--- src/rtl/soft_rst_if.sv ---
// Request/status bundle between the soft-reset controller and its surroundings.
// The slave side is the controller; the master side drives the request sources.
interface soft_rst_if #(
  parameter int unsigned WDT_W = 32
);
  logic             sw_req_i;
  logic             dbg_req_i;
  logic             wdt_en_i;
  logic             wdt_kick_i;
  logic [WDT_W-1:0] wdt_load_i;
  logic             c_rstn_i;
  logic             cause_clr_i;
  logic             soft_reset_en_o;
  logic             busy_o;
  logic [2:0]       cause_o;
  logic [WDT_W-1:0] wdt_count_o;

  modport slave (
    input  sw_req_i, dbg_req_i, wdt_en_i, wdt_kick_i, wdt_load_i, c_rstn_i, cause_clr_i,
    output soft_reset_en_o, busy_o, cause_o, wdt_count_o
  );

  modport master (
    output sw_req_i, dbg_req_i, wdt_en_i, wdt_kick_i, wdt_load_i, c_rstn_i, cause_clr_i,
    input  soft_reset_en_o, busy_o, cause_o, wdt_count_o
  );
endinterface

--- src/rtl/soft_rst_ctrl.sv ---
// Soft-reset request controller: merges sw, debug and watchdog requests into one
// stretched soft_reset_en pulse, waits for core reset release, keeps a sticky cause.
module soft_rst_ctrl #(
  parameter int unsigned PULSE_CYCLES = 8,
  parameter int unsigned WDT_W        = 32
) (
  input logic       clk_i,
  input logic       rst_ni,
  soft_rst_if.slave bus
);

  localparam int unsigned PCNT_W = 8;
  localparam logic [PCNT_W-1:0] PULSE_LOAD = PCNT_W'(PULSE_CYCLES - 1);

  typedef enum logic [1:0] {
    ST_IDLE    = 2'd0,
    ST_ASSERT  = 2'd1,
    ST_RELEASE = 2'd2
  } state_e;

  state_e            state_q, state_d;
  logic [PCNT_W-1:0] pcnt_q, pcnt_d;
  logic              pending_q, pending_d;
  logic              dbg_q, dbg_d;
  logic              dbg_armed_q, dbg_armed_d;
  logic              wdt_en_q, wdt_en_d;
  logic [WDT_W-1:0]  wdt_cnt_q, wdt_cnt_d;
  logic [2:0]        cause_q, cause_d;
  logic              soft_reset_en_q, soft_reset_en_d;
  logic              busy_q, busy_d;

  logic req_sw, req_dbg, req_wdt, any_req;

  // Debug edge detect; the armed flag suppresses a level already high at reset release.
  always_comb begin
    req_sw      = bus.sw_req_i;
    req_dbg     = bus.dbg_req_i & ~dbg_q & dbg_armed_q;
    dbg_d       = bus.dbg_req_i;
    dbg_armed_d = 1'b1;
    wdt_en_d    = bus.wdt_en_i;
  end

  // Watchdog: reload on enable edge or kick, park at the load value outside IDLE.
  always_comb begin
    wdt_cnt_d = wdt_cnt_q;
    req_wdt   = 1'b0;
    if (bus.wdt_en_i) begin
      if (!wdt_en_q || bus.wdt_kick_i) begin
        wdt_cnt_d = bus.wdt_load_i;
      end else if (state_q != ST_IDLE) begin
        wdt_cnt_d = bus.wdt_load_i;
      end else if (wdt_cnt_q != '0) begin
        wdt_cnt_d = wdt_cnt_q - WDT_W'(1);
        req_wdt   = (wdt_cnt_q == WDT_W'(1));
      end
    end
  end

  // Pulse FSM; requests arriving while busy are folded into a single pending rerun.
  always_comb begin
    any_req   = req_sw | req_dbg | req_wdt;
    state_d   = state_q;
    pcnt_d    = pcnt_q;
    pending_d = pending_q;
    unique case (state_q)
      ST_IDLE: begin
        if (any_req) begin
          state_d = ST_ASSERT;
          pcnt_d  = PULSE_LOAD;
        end
      end
      ST_ASSERT: begin
        if (any_req) pending_d = 1'b1;
        if (pcnt_q != '0) begin
          pcnt_d = pcnt_q - PCNT_W'(1);
        end else if (!bus.dbg_req_i) begin
          state_d = ST_RELEASE;
        end
      end
      ST_RELEASE: begin
        if (bus.c_rstn_i) begin
          if (pending_q || any_req) begin
            state_d   = ST_ASSERT;
            pcnt_d    = PULSE_LOAD;
            pending_d = 1'b0;
          end else begin
            state_d = ST_IDLE;
          end
        end else if (any_req) begin
          pending_d = 1'b1;
        end
      end
      default: state_d = ST_IDLE;
    endcase

    cause_d         = {req_wdt, req_dbg, req_sw} | (cause_q & {3{~bus.cause_clr_i}});
    soft_reset_en_d = (state_d == ST_ASSERT);
    busy_d          = (state_d != ST_IDLE);
  end

  always_ff @(posedge clk_i or negedge rst_ni) begin
    if (!rst_ni) begin
      state_q         <= ST_IDLE;
      pcnt_q          <= '0;
      pending_q       <= 1'b0;
      dbg_q           <= 1'b0;
      dbg_armed_q     <= 1'b0;
      wdt_en_q        <= 1'b0;
      wdt_cnt_q       <= '0;
      cause_q         <= '0;
      soft_reset_en_q <= 1'b0;
      busy_q          <= 1'b0;
    end else begin
      state_q         <= state_d;
      pcnt_q          <= pcnt_d;
      pending_q       <= pending_d;
      dbg_q           <= dbg_d;
      dbg_armed_q     <= dbg_armed_d;
      wdt_en_q        <= wdt_en_d;
      wdt_cnt_q       <= wdt_cnt_d;
      cause_q         <= cause_d;
      soft_reset_en_q <= soft_reset_en_d;
      busy_q          <= busy_d;
    end
  end

  assign bus.soft_reset_en_o = soft_reset_en_q;
  assign bus.busy_o          = busy_q;
  assign bus.cause_o         = cause_q;
  assign bus.wdt_count_o     = wdt_cnt_q;

endmodule

--- src/flat_wrapper.sv ---
// flat-port wrapper written by rule: the top's interface ports become plain ports
module soft_rst_ctrl_flat 
#(
  parameter int unsigned PULSE_CYCLES = 8,
  parameter int unsigned WDT_W        = 32
)
  (clk_i, rst_ni, bus_sw_req_i, bus_dbg_req_i, bus_wdt_en_i, bus_wdt_kick_i, bus_wdt_load_i, bus_c_rstn_i, bus_cause_clr_i, bus_soft_reset_en_o, bus_busy_o, bus_cause_o, bus_wdt_count_o);
  soft_rst_if #(.WDT_W(WDT_W)) bus_i ();
  input logic clk_i;
  input logic rst_ni;
  input wire logic [$bits(bus_i.sw_req_i)-1:0] bus_sw_req_i;
  input wire logic [$bits(bus_i.dbg_req_i)-1:0] bus_dbg_req_i;
  input wire logic [$bits(bus_i.wdt_en_i)-1:0] bus_wdt_en_i;
  input wire logic [$bits(bus_i.wdt_kick_i)-1:0] bus_wdt_kick_i;
  input wire logic [$bits(bus_i.wdt_load_i)-1:0] bus_wdt_load_i;
  input wire logic [$bits(bus_i.c_rstn_i)-1:0] bus_c_rstn_i;
  input wire logic [$bits(bus_i.cause_clr_i)-1:0] bus_cause_clr_i;
  output wire logic [$bits(bus_i.soft_reset_en_o)-1:0] bus_soft_reset_en_o;
  output wire logic [$bits(bus_i.busy_o)-1:0] bus_busy_o;
  output wire logic [$bits(bus_i.cause_o)-1:0] bus_cause_o;
  output wire logic [$bits(bus_i.wdt_count_o)-1:0] bus_wdt_count_o;
  assign bus_i.sw_req_i = bus_sw_req_i;
  assign bus_i.dbg_req_i = bus_dbg_req_i;
  assign bus_i.wdt_en_i = bus_wdt_en_i;
  assign bus_i.wdt_kick_i = bus_wdt_kick_i;
  assign bus_i.wdt_load_i = bus_wdt_load_i;
  assign bus_i.c_rstn_i = bus_c_rstn_i;
  assign bus_i.cause_clr_i = bus_cause_clr_i;
  assign bus_soft_reset_en_o = bus_i.soft_reset_en_o;
  assign bus_busy_o = bus_i.busy_o;
  assign bus_cause_o = bus_i.cause_o;
  assign bus_wdt_count_o = bus_i.wdt_count_o;
  soft_rst_ctrl #(.PULSE_CYCLES(PULSE_CYCLES), .WDT_W(WDT_W)) u_core (.clk_i(clk_i), .rst_ni(rst_ni), .bus(bus_i));
endmodule
--- config.mk ---
export PLATFORM = sky130hd
export DESIGN_NAME = soft_rst_ctrl_flat
export DESIGN_NICKNAME = d
export VERILOG_FILES = /design/src/rtl/soft_rst_if.sv /design/src/rtl/soft_rst_ctrl.sv /design/src/flat_wrapper.sv
export SDC_FILE = /design/constraint.sdc
export NUM_CORES = 1
export LEC_CHECK = 0
export CAP_MARGIN = 15
export CORE_UTILIZATION = 30
export CTS_CLUSTER_DIAMETER = 120
export DETAILED_ROUTE_END_ITERATION = 12
export GPL_ROUTABILITY_DRIVEN = 1
export MAX_ROUTING_LAYER = met4
export PLACE_DENSITY = 0.57
export SLEW_MARGIN = 20
export SYNTH_ARGS = -nofsm -noshare
export SYNTH_HDL_FRONTEND = slang
export SYNTH_SLANG_ARGS = --single-unit
export TNS_END_PERCENT = 20
--- constraint.sdc ---
create_clock -name clk_i -period 3.5 [get_ports clk_i]
set_input_delay 1.05 -clock clk_i [delete_from_list [all_inputs] [get_ports clk_i]]
set_output_delay 1.05 -clock clk_i [all_outputs]
set_load 0.02 [all_outputs]
# After elaboration in Yosys (flattened, before gate mapping)
# Index checks and enable logic that the tools add are counted.
# W data, S select, Z words.
[word_totals]
register_bits = 51
out_inout_bits = 37
wordCells = 65
[op_classes]
addsub = 2
n_eq_ne = 9
mux = 22
n_bitwise = 8
reduce_logical = 14
[op_table]
columns = ["op", "n"]
rows = [
  ["$mux W32", 3],
  ["$eq A32 B1 Y1 const B", 1],
  ["$mux W8", 4],
  ["$reduce_bool A32 Y1", 1],
  ["$sub A32 B1 Y32 const B", 1],
  ["$pmux W8 S3", 1],
  ["$mux W1", 8],
  ["$mux W2", 4],
  ["$reduce_bool A8 Y1", 1],
  ["$sub A8 B1 Y8 const B", 1],
  ["$ne A2 B1 Y1 const B", 3],
  ["$pmux W2 S3", 1],
  ["$reduce_bool A2 Y1", 3],
  ["$reduce_bool A3 Y1", 2],
  ["$reduce_and A5 Y1", 1],
  ["$eq A2 B1 Y1 const B", 2],
  ["$reduce_and A2 Y1", 2],
  ["$and A3 B3 Y3", 1],
  ["$ne A3 B2 Y1 const B", 1],
  ["$or A3 B3 Y3", 1],
  ["$and A1 B1 Y1", 2],
  ["$eq A2 B2 Y1 const B", 1],
  ["$logic_not A2 Y1", 1],
  ["$logic_or A1 B1 Y1", 2],
  ["other kinds (5)", 7],
]

# Logic depth before layout (Yosys ltp)
# Gate-level depths: netlist of the first run.
[logic_depth]
depth_word = 11
mapped_depth = 10

# Worst setup path after synthesis of the first run
# Ideal clock, no wire load.
[synth_timing]
kind = "in2reg"
start = "input bus_wdt_kick_i"
end = "register u_core.pcnt_q[0]"
setup_time_ps = 125
arrival_ps = 3024
required_ps = 3375
path_slack_ps = 350
stages = 6
n_path_buf = 1
path_cell_list = "nand3b_1 > or4_1 > or4_4 > buf_6 > a21o_4 > mux2_4"
[synth_between]
elab_chain_len = 7
[synth_rtl]
columns = ["element", "line_no", "rtl"]
rows = [
  ["start, declared", "flat_wrapper.sv:14", "input wire logic [$bits(bus_i.wdt_kick_i)-1:0] bus_wdt_kick_i;"],
  ["$logic_or A1 B1 Y1 *", "soft_rst_ctrl.sv:48", "if (!wdt_en_q || bus.wdt_kick_i) begin"],
  ["$mux W1 *", "soft_rst_ctrl.sv:48", ""],
  ["$mux W1 *", "soft_rst_ctrl.sv:47", "if (bus.wdt_en_i) begin"],
  ["$or A1 B1 Y1 *", "soft_rst_ctrl.sv:61", "any_req = req_sw | req_dbg | req_wdt;"],
  ["$logic_or A1 B1 Y1", "soft_rst_ctrl.sv:82", "if (pending_q || any_req) begin"],
  ["$ne A2 B1 Y1 (no source line)", "-", ""],
  ["$reduce_and A5 Y1 (no source line) *", "-", ""],
  ["end signal, assigned", "soft_rst_ctrl.sv:115", "pcnt_q <= pcnt_d;"],
  ["end, declared", "soft_rst_ctrl.sv:22", "logic [PCNT_W-1:0] pcnt_q, pcnt_d;"],
]
# Mark *: on every way between the ends. The rest lies on a longest branch, timed or not.
# A chain may end at the register's enable or synchronous reset.

# Final worst setup path of the first run
[layout_timing]
start = "input bus_wdt_kick_i"
end = "register u_core.pcnt_q[4]"
# The elaborated chain is that of the path after synthesis.

==> results of run 1 <==
## cells by family (layout without fill, tap and decap cells)
| group | after synthesis | count (layout) |
|---|---|---|
| mux | 2 | 2 |
| compound gates | 138 | 138 |
| fa+ha+maj | 7 | 7 |
| buf+inv | 43 | 117 |
| flops | 51 | 51 |
| other cells | 1 | 1 |
| simple gates | 134 | 134 |
## how the worst min path moves through the flow
stage | start | to
after floorplan | u_core.dbg_armed_q | u_core.bus.cause_o[1]
after global placement | u_core.bus.cause_o[0] | u_core.bus.cause_o[0]
after detailed placement | u_core.bus.cause_o[0] | u_core.bus.cause_o[0]
after CTS | u_core.bus.cause_o[0] | u_core.bus.cause_o[0]
after global routing | u_core.bus.cause_o[0] | u_core.bus.cause_o[0]
final | u_core.bus.cause_o[0] | u_core.bus.cause_o[0]
## synthesized netlist by cell type, drive strengths merged (2+ instances only)
master / instances / area, sq um
nand2: 23 / 86.3
or3b: 2 / 17.5
o21ai: 44 / 220
o32ai: 4 / 35.0
and4b: 2 / 20.0
nand3b: 2 / 15.0
nor4b: 2 / 17.5
a31oi: 4 / 25.0
or3: 7 / 43.8
clkbuf: 23 / 86.3
a2bb2oi: 3 / 26.3
a211oi: 3 / 22.5
nand2b: 4 / 25.0
o21a: 2 / 15.0
or2: 3 / 18.8
o2bb2ai: 3 / 26.3
mux2: 2 / 30.0
nor3: 15 / 75.1
o22a: 5 / 43.8
nor3b: 2 / 15.0
nand4b: 3 / 26.3
nor2: 27 / 101
ha: 7 / 87.6
o41ai: 3 / 33.8
a21o: 3 / 30.0
nor2b: 2 / 12.5
a21oi: 36 / 180
a41oi: 2 / 17.5
dfrtp: 51 / 1280
or4: 13 / 101
buf: 3 / 21.3
a22oi: 3 / 22.5
nand4: 2 / 12.5
nand3: 12 / 60.1
o22ai: 8 / 50.1
o31ai: 3 / 22.5
a221oi: 2 / 17.5
a22o: 6 / 52.6
inv: 17 / 63.8
nor4: 12 / 75.1
## critical path: stages
cell             delay (ns)
clkdlybuf4s50_1        0.46
nand3b_1               0.20
or4_1                  0.51
or4_4                  0.53
buf_4                  0.17
a221oi_1               0.26
o22ai_1                0.12
## area by class of cell
class                   instances  area, sq um
flip-flops and latches         51         1280
well taps                     136          170
multi-input cells             282         1750
fillers                      1054         6080
inverters                      17         63.8
repair buffers                 93          896
clock buffers                   6         82.6
clock inverters                 1         5.00
## registers in the layout (all words and copies together) (netlist names)
name,cells
u_core.bus.cause_o,3
u_core.bus.soft_reset_en_o,1
u_core.dbg_q,1
u_core.pcnt_q,8
u_core.wdt_en_q,1
u_core.dbg_armed_q,1
u_core.pending_q,1
u_core.bus.wdt_count_o,32
u_core.bus.busy_o,1
u_core.state_q,2
## metrics by stage
step | setup slack [ns] | hold WS, ns | instance area [sq um] | power, mW | util [%]
after floorplan | 0.350 | 0.506 | 3180 | 1.36 | -
after global placement | 0.0808 | 0.471 | 4150 | 1.71 | 40.2
after detailed placement | 0.0492 | 0.476 | 4150 | 1.72 | 40.2
after CTS | 0.371 | 0.499 | 4240 | 2.09 | 41.1
after global routing | 0.273 | 0.509 | 4240 | 2.21 | 41.1
final | 0.391 | 0.493 | 4240 | 2.06 | 41.1
## placed cells by master (no fill, tap or decap), types with 3 or more instances in the layout
master,netlist,final
clkbuf_8,0,6
dfrtp_1,51,51
o21ai_0,43,43
nand2_1,23,23
o32ai_1,4,4
a31oi_1,4,4
nor3_1,15,15
o2bb2ai_1,3,3
nor2_1,27,26
or4_1,12,12
a22o_1,6,6
a21oi_1,36,36
nor4_1,12,12
a22oi_1,3,3
ha_1,7,7
or3_1,7,7
o22ai_1,8,8
nand4b_1,3,3
o22a_1,5,5
nand3_1,12,12
clkdlybuf4s50_1,0,75
nand2b_1,4,4
inv_1,17,17
buf_4,0,16
a211oi_1,3,3
a2bb2oi_1,3,3
or2_2,3,3
o31ai_1,3,3
## power by group through the flow
stage               sequential [mW]  combinational (mW)  clock [mW]
floorplan                     0.912               0.446           0
global route                  0.858               0.957       0.396
detailed placement            0.845               0.871           0
global placement              0.844               0.864           0
CTS                           0.835               0.876       0.376
finish                        0.837               0.870       0.357
## metal layers
layer | GRT usage (%) | vias to the layer above
met3 | 2.99 | 6
met2 | 27.9 | 86
met4 | 3.82 | 0
met1 | 22.7 | 1501
met5 | - | -
li1 | - | 1565
==> metrics.txt, run 1 <==
CP startpoint=bus_wdt_kick_i; Net Sw Power=0.793 mW; Crit Path Category=in2reg; Setup Fix Bufs, Post-CTS=0; largest net degree at the start of global routing=54; reg2reg path depth=6; met3 WL=404 um; Pre-antenna DRT Iters=4; vias=3158; worst flop-to-flop path endpoint=u_core.pcnt_q[4]; synth warn=0; Area Overhead vs Synth=33.3%; full die area=11000 sq um; syn nets=423; commonest register cell after synthesis=dfrtp_1; Avg WL per Cell=15.3 um; post-synthesis sequential area ratio=40.1%; # nets final=497; Peak VDD IR=0.290 mV; Post-Synth XOR/XNOR Area=0%; Leakage Power=1.62 nW; DRT antenna net count=0; CTS H-tree lvls=2; Slew @ Worst Pin=0.627 ns; Detailed Place HPWL=6410 um; Post-CTS Hold Fix Bufs=0; Reg power frac=40.5%; die height=105 um; buffers added on ports=76; simple-gate share of the synthesized area=23.1%; Total Routed Length=8960 um; Max-slew headroom=57.9%; initial antenna violation count=0; post-synthesis adder-cell area fraction=2.75%; register bit total from synthesis=51; Clk Latency, worst-skew pair=0.31 ns; period utilisation layout=88.8%; CTS tree=yes; CP required=3.69 ns; Ant. Diodes=0; FP Rows=37; cell count of the worst hold path=1; WP data arrival=3.30 ns; Netlist cell types=51; Initial Utilization=30.8%; GRT Util Overall=17.3%; min Tclk post-route=3.11 ns; Final Hold Viols=0; gr ovfl total=0; critical register-to-register path startpoint=u_core.bus.wdt_count_o[10]; maxcap violations=0; Setup crit end kind=flip-flop; # IOs=77; Worst setup SP type=primary input; Fin Setup TNS=0 ns; worst clock skew=0.0115 ns; Longest Clk Path Bufs=2; sw frac=38.4%; Post-synth EDFFs=0; status=completed; RSZ-0062 raised after global routing=false; Resized Gates After CTS=0; Pwr Density=487 nW/um^2; final setup vio count=0; first-pass GRT wire length=15100 um; cells after synthesis=376; chip width=105 um; placed cells=579; Comb power frac=42.2%; compound-cell area share of the yosys netlist=27.6%; post-synthesis cell area=3180 sq um; Root Buffer=clkbuf_8; max layer used=met4; Sink Count=51; largest family of logic cells by synthesized area=compound AO/OA/AOI/OAI gates; Core Footprint=10300 sq um; pins over their slew limit=0; met1 WL=4230 um; Num CTS Buffers=5; CP endpoint=u_core.pcnt_q[4]; Post-Layout Cell Count=586; vias in the first global route=3025; gpl congestion=0.823; Int Power=1.27 mW; syn_area_per_cell=8.46 sq um; Peak Freq=0.322 GHz; DR iter-0 viols=102; hold crit path type=reg2reg; Critical Path Fanout Max=5; routed vias/inst=5.39; clock slew at reported path FFs=0.09 ns; setup slack, reg-to-reg=0.44 ns; Async S/R FF share, synth=100%; clock share of power=17.3%; post-synthesis mux area share=0.944%; share of cells above drive strength 1=8.44%; Remaining DRCs=0; Met2 Wirelength=4250 um
No activity file was read; power rests on OpenSTA's default activity.
==> run 2: changes to the inputs <==
- CORE_UTILIZATION: 30 -> 50
- PLACE_DENSITY: 0.57 -> 0.85
==> run 2 against run 1 <==
- critical path depth shrank 1
- sequential cell count is the same
- total power grew 0.91%
- global-route usage grew 9.7 points
- core utilization grew 28 points
- count of clock-buffer cells in the layout grew 1
- combinational power shrank 1%
- sequential share of layout area grew 0.63 points
- highest routed layer unchanged
==> metrics.txt, run 2 (synthesis results as in run 1) <==
status=completed; critical path's top delay family=simple AND/OR/NAND/NOR gates; max FFs per register=32; Clk Latency, worst-skew pair=0.31 ns; Fin Setup TNS=0 ns; largest net degree at the start of global routing=54; vias=3305; # nets final=495; CTS H-tree lvls=2; Sink Count=51; cell count of the worst hold path=1; DR iter-0 viols=139; Total Routed Length=8180 um; worst clock skew=0.00780 ns; Ant. Diodes=0; die height=81.8 um; Worst Hold Slack=0.491 ns; commonest non-fill, non-tap cell in the layout=clkdlybuf4s50_1; Pre-antenna DRT Iters=5; Post-CTS Hold Fix Bufs=0; CTS tree=yes; clock slew at reported path FFs=0.10 ns; Final Instance Area=4150 sq um; Critical Path Fanout Max=8; Remaining DRCs=0; Area Overhead vs Synth=30.6%; buffers added on ports=76; min Tclk post-route=3.17 ns; Leakage Power=1.61 nW; Initial Utilization=52.8%; slowest stage delay, CP=0.56 ns; register area=1280 sq um; CP cell instances=clkdlybuf4s50_1, nand3b_1, or4_1, or4_4, a21o_4, mux2_4; Root Buffer=clkbuf_8; routed vias/inst=6.31; placed cells=516; gpl congestion=0.872; WP data arrival=3.37 ns; gr ovfl total=0; Slew @ Worst Pin=0.704 ns; Peak VDD IR=0.312 mV; Pwr Density=502 nW/um^2; hold crit path type=reg2reg; Core Footprint=6030 sq um; hold path endpoint=u_core.bus.cause_o[0]; DRT antenna net count=0; FP Rows=28; setup slack, reg-to-reg=0.35 ns; most frequent cells in the layout=clkdlybuf4s50_1 (75), dfrtp_1 (51), o21ai_0 (43), a21oi_1 (36), nor2_1 (26); hold path start=u_core.bus.cause_o[0]; Num CTS Buffers=5; slowest cell on the critical path=or4_4; chip width=81.8 um; # IOs=77; multi-input logic area=1750 sq um; reg2reg path depth=5; Final Hold Viols=0; Setup Fix Bufs, Post-CTS=0; maxcap violations=0; Placed Instance Area=4050 sq um; critical register-to-register path startpoint=u_core.bus.wdt_count_o[10]; pins over their slew limit=0; first-pass GRT wire length=13600 um; vias in the first global route=3021; Resized Gates After CTS=0; final setup vio count=0; share of cells above drive strength 1=8.24%; period utilisation layout=90.5%; Longest Clk Path Bufs=2; Avg WL per Cell=15.6 um; Max-slew headroom=53.0%; fill count=497; Setup crit end kind=flip-flop; GRT Util Overall=27.0%; Crit Path Category=in2reg; Power, Total=2.08 mW; worst flop-to-flop path endpoint=u_core.pcnt_q[1]; CP required=3.70 ns; RSZ-0062 raised after global routing=false; full die area=6680 sq um; Post-Layout Cell Count=524; Buf+Inv Stages, Crit Path=1; Detailed Place HPWL=5990 um; Worst setup SP type=primary input; initial antenna violation count=0; Peak Freq=0.316 GHz
==> run 2: cell types whose count changed in the layout (fill, tap and decap cells not counted), sizes merged <==
cell and change:
buf -2, clkbuf +1, clkinv -1, clkinvlp +1
==> run 2: worst max-delay path by stage <==
stage                               start                to  slack (ns)  cells past startpoint
2_1_floorplan              bus_wdt_kick_i  u_core.pcnt_q[0]        0.35                      6
3_3_place_gp               bus_wdt_kick_i  u_core.pcnt_q[1]        0.06                      6
3_5_place_dp               bus_wdt_kick_i  u_core.pcnt_q[1]        0.01                      6
4_1_cts                    bus_wdt_kick_i  u_core.pcnt_q[1]        0.34                      6
5_1_grt        u_core.bus.wdt_count_o[10]  u_core.pcnt_q[3]        0.23                      5
6_report                   bus_wdt_kick_i  u_core.pcnt_q[1]        0.33                      6
==> run 2: metrics by stage <==
step	util, %	setup WS (ns)
floorplan	-	0.350
global placement	67.2	0.0647
detailed placement	67.2	0.0125
CTS	68.9	0.336
global route	68.9	0.233
finish	68.9	0.332
==> run 2: layout make-up <==
| class | instances | share of cell area [%] |
|---|---|---|
| Timing Repair Buffer | 91 | 20.9 |
| Inverter | 17 | 1.54 |
| Tap cell | 75 | 2.26 |
| Multi-Input combinational cell | 282 | 42.1 |
| Clock buffer | 7 | 2.32 |
| Clock inverter | 1 | 0.181 |
| Sequential cell | 51 | 30.7 |
==> run 2: report_power, final <==
part	total (mW)	internal (mW)	switching, mW
clock network	0.381	0.180	0.201
logic	0.861	0.409	0.453
registers	0.840	0.701	0.139
==> run 2: routing by layer <==
metal,part of all wire (%),wire [um],GRT usage [%],vias up
li1,-,-,-,1566
met1,43,3530,34.6,1595
met2,48,3960,43.0,130
met3,7.0,570,3.89,14
met4,1.4,111,10.5,0
met5,0,0,-,-
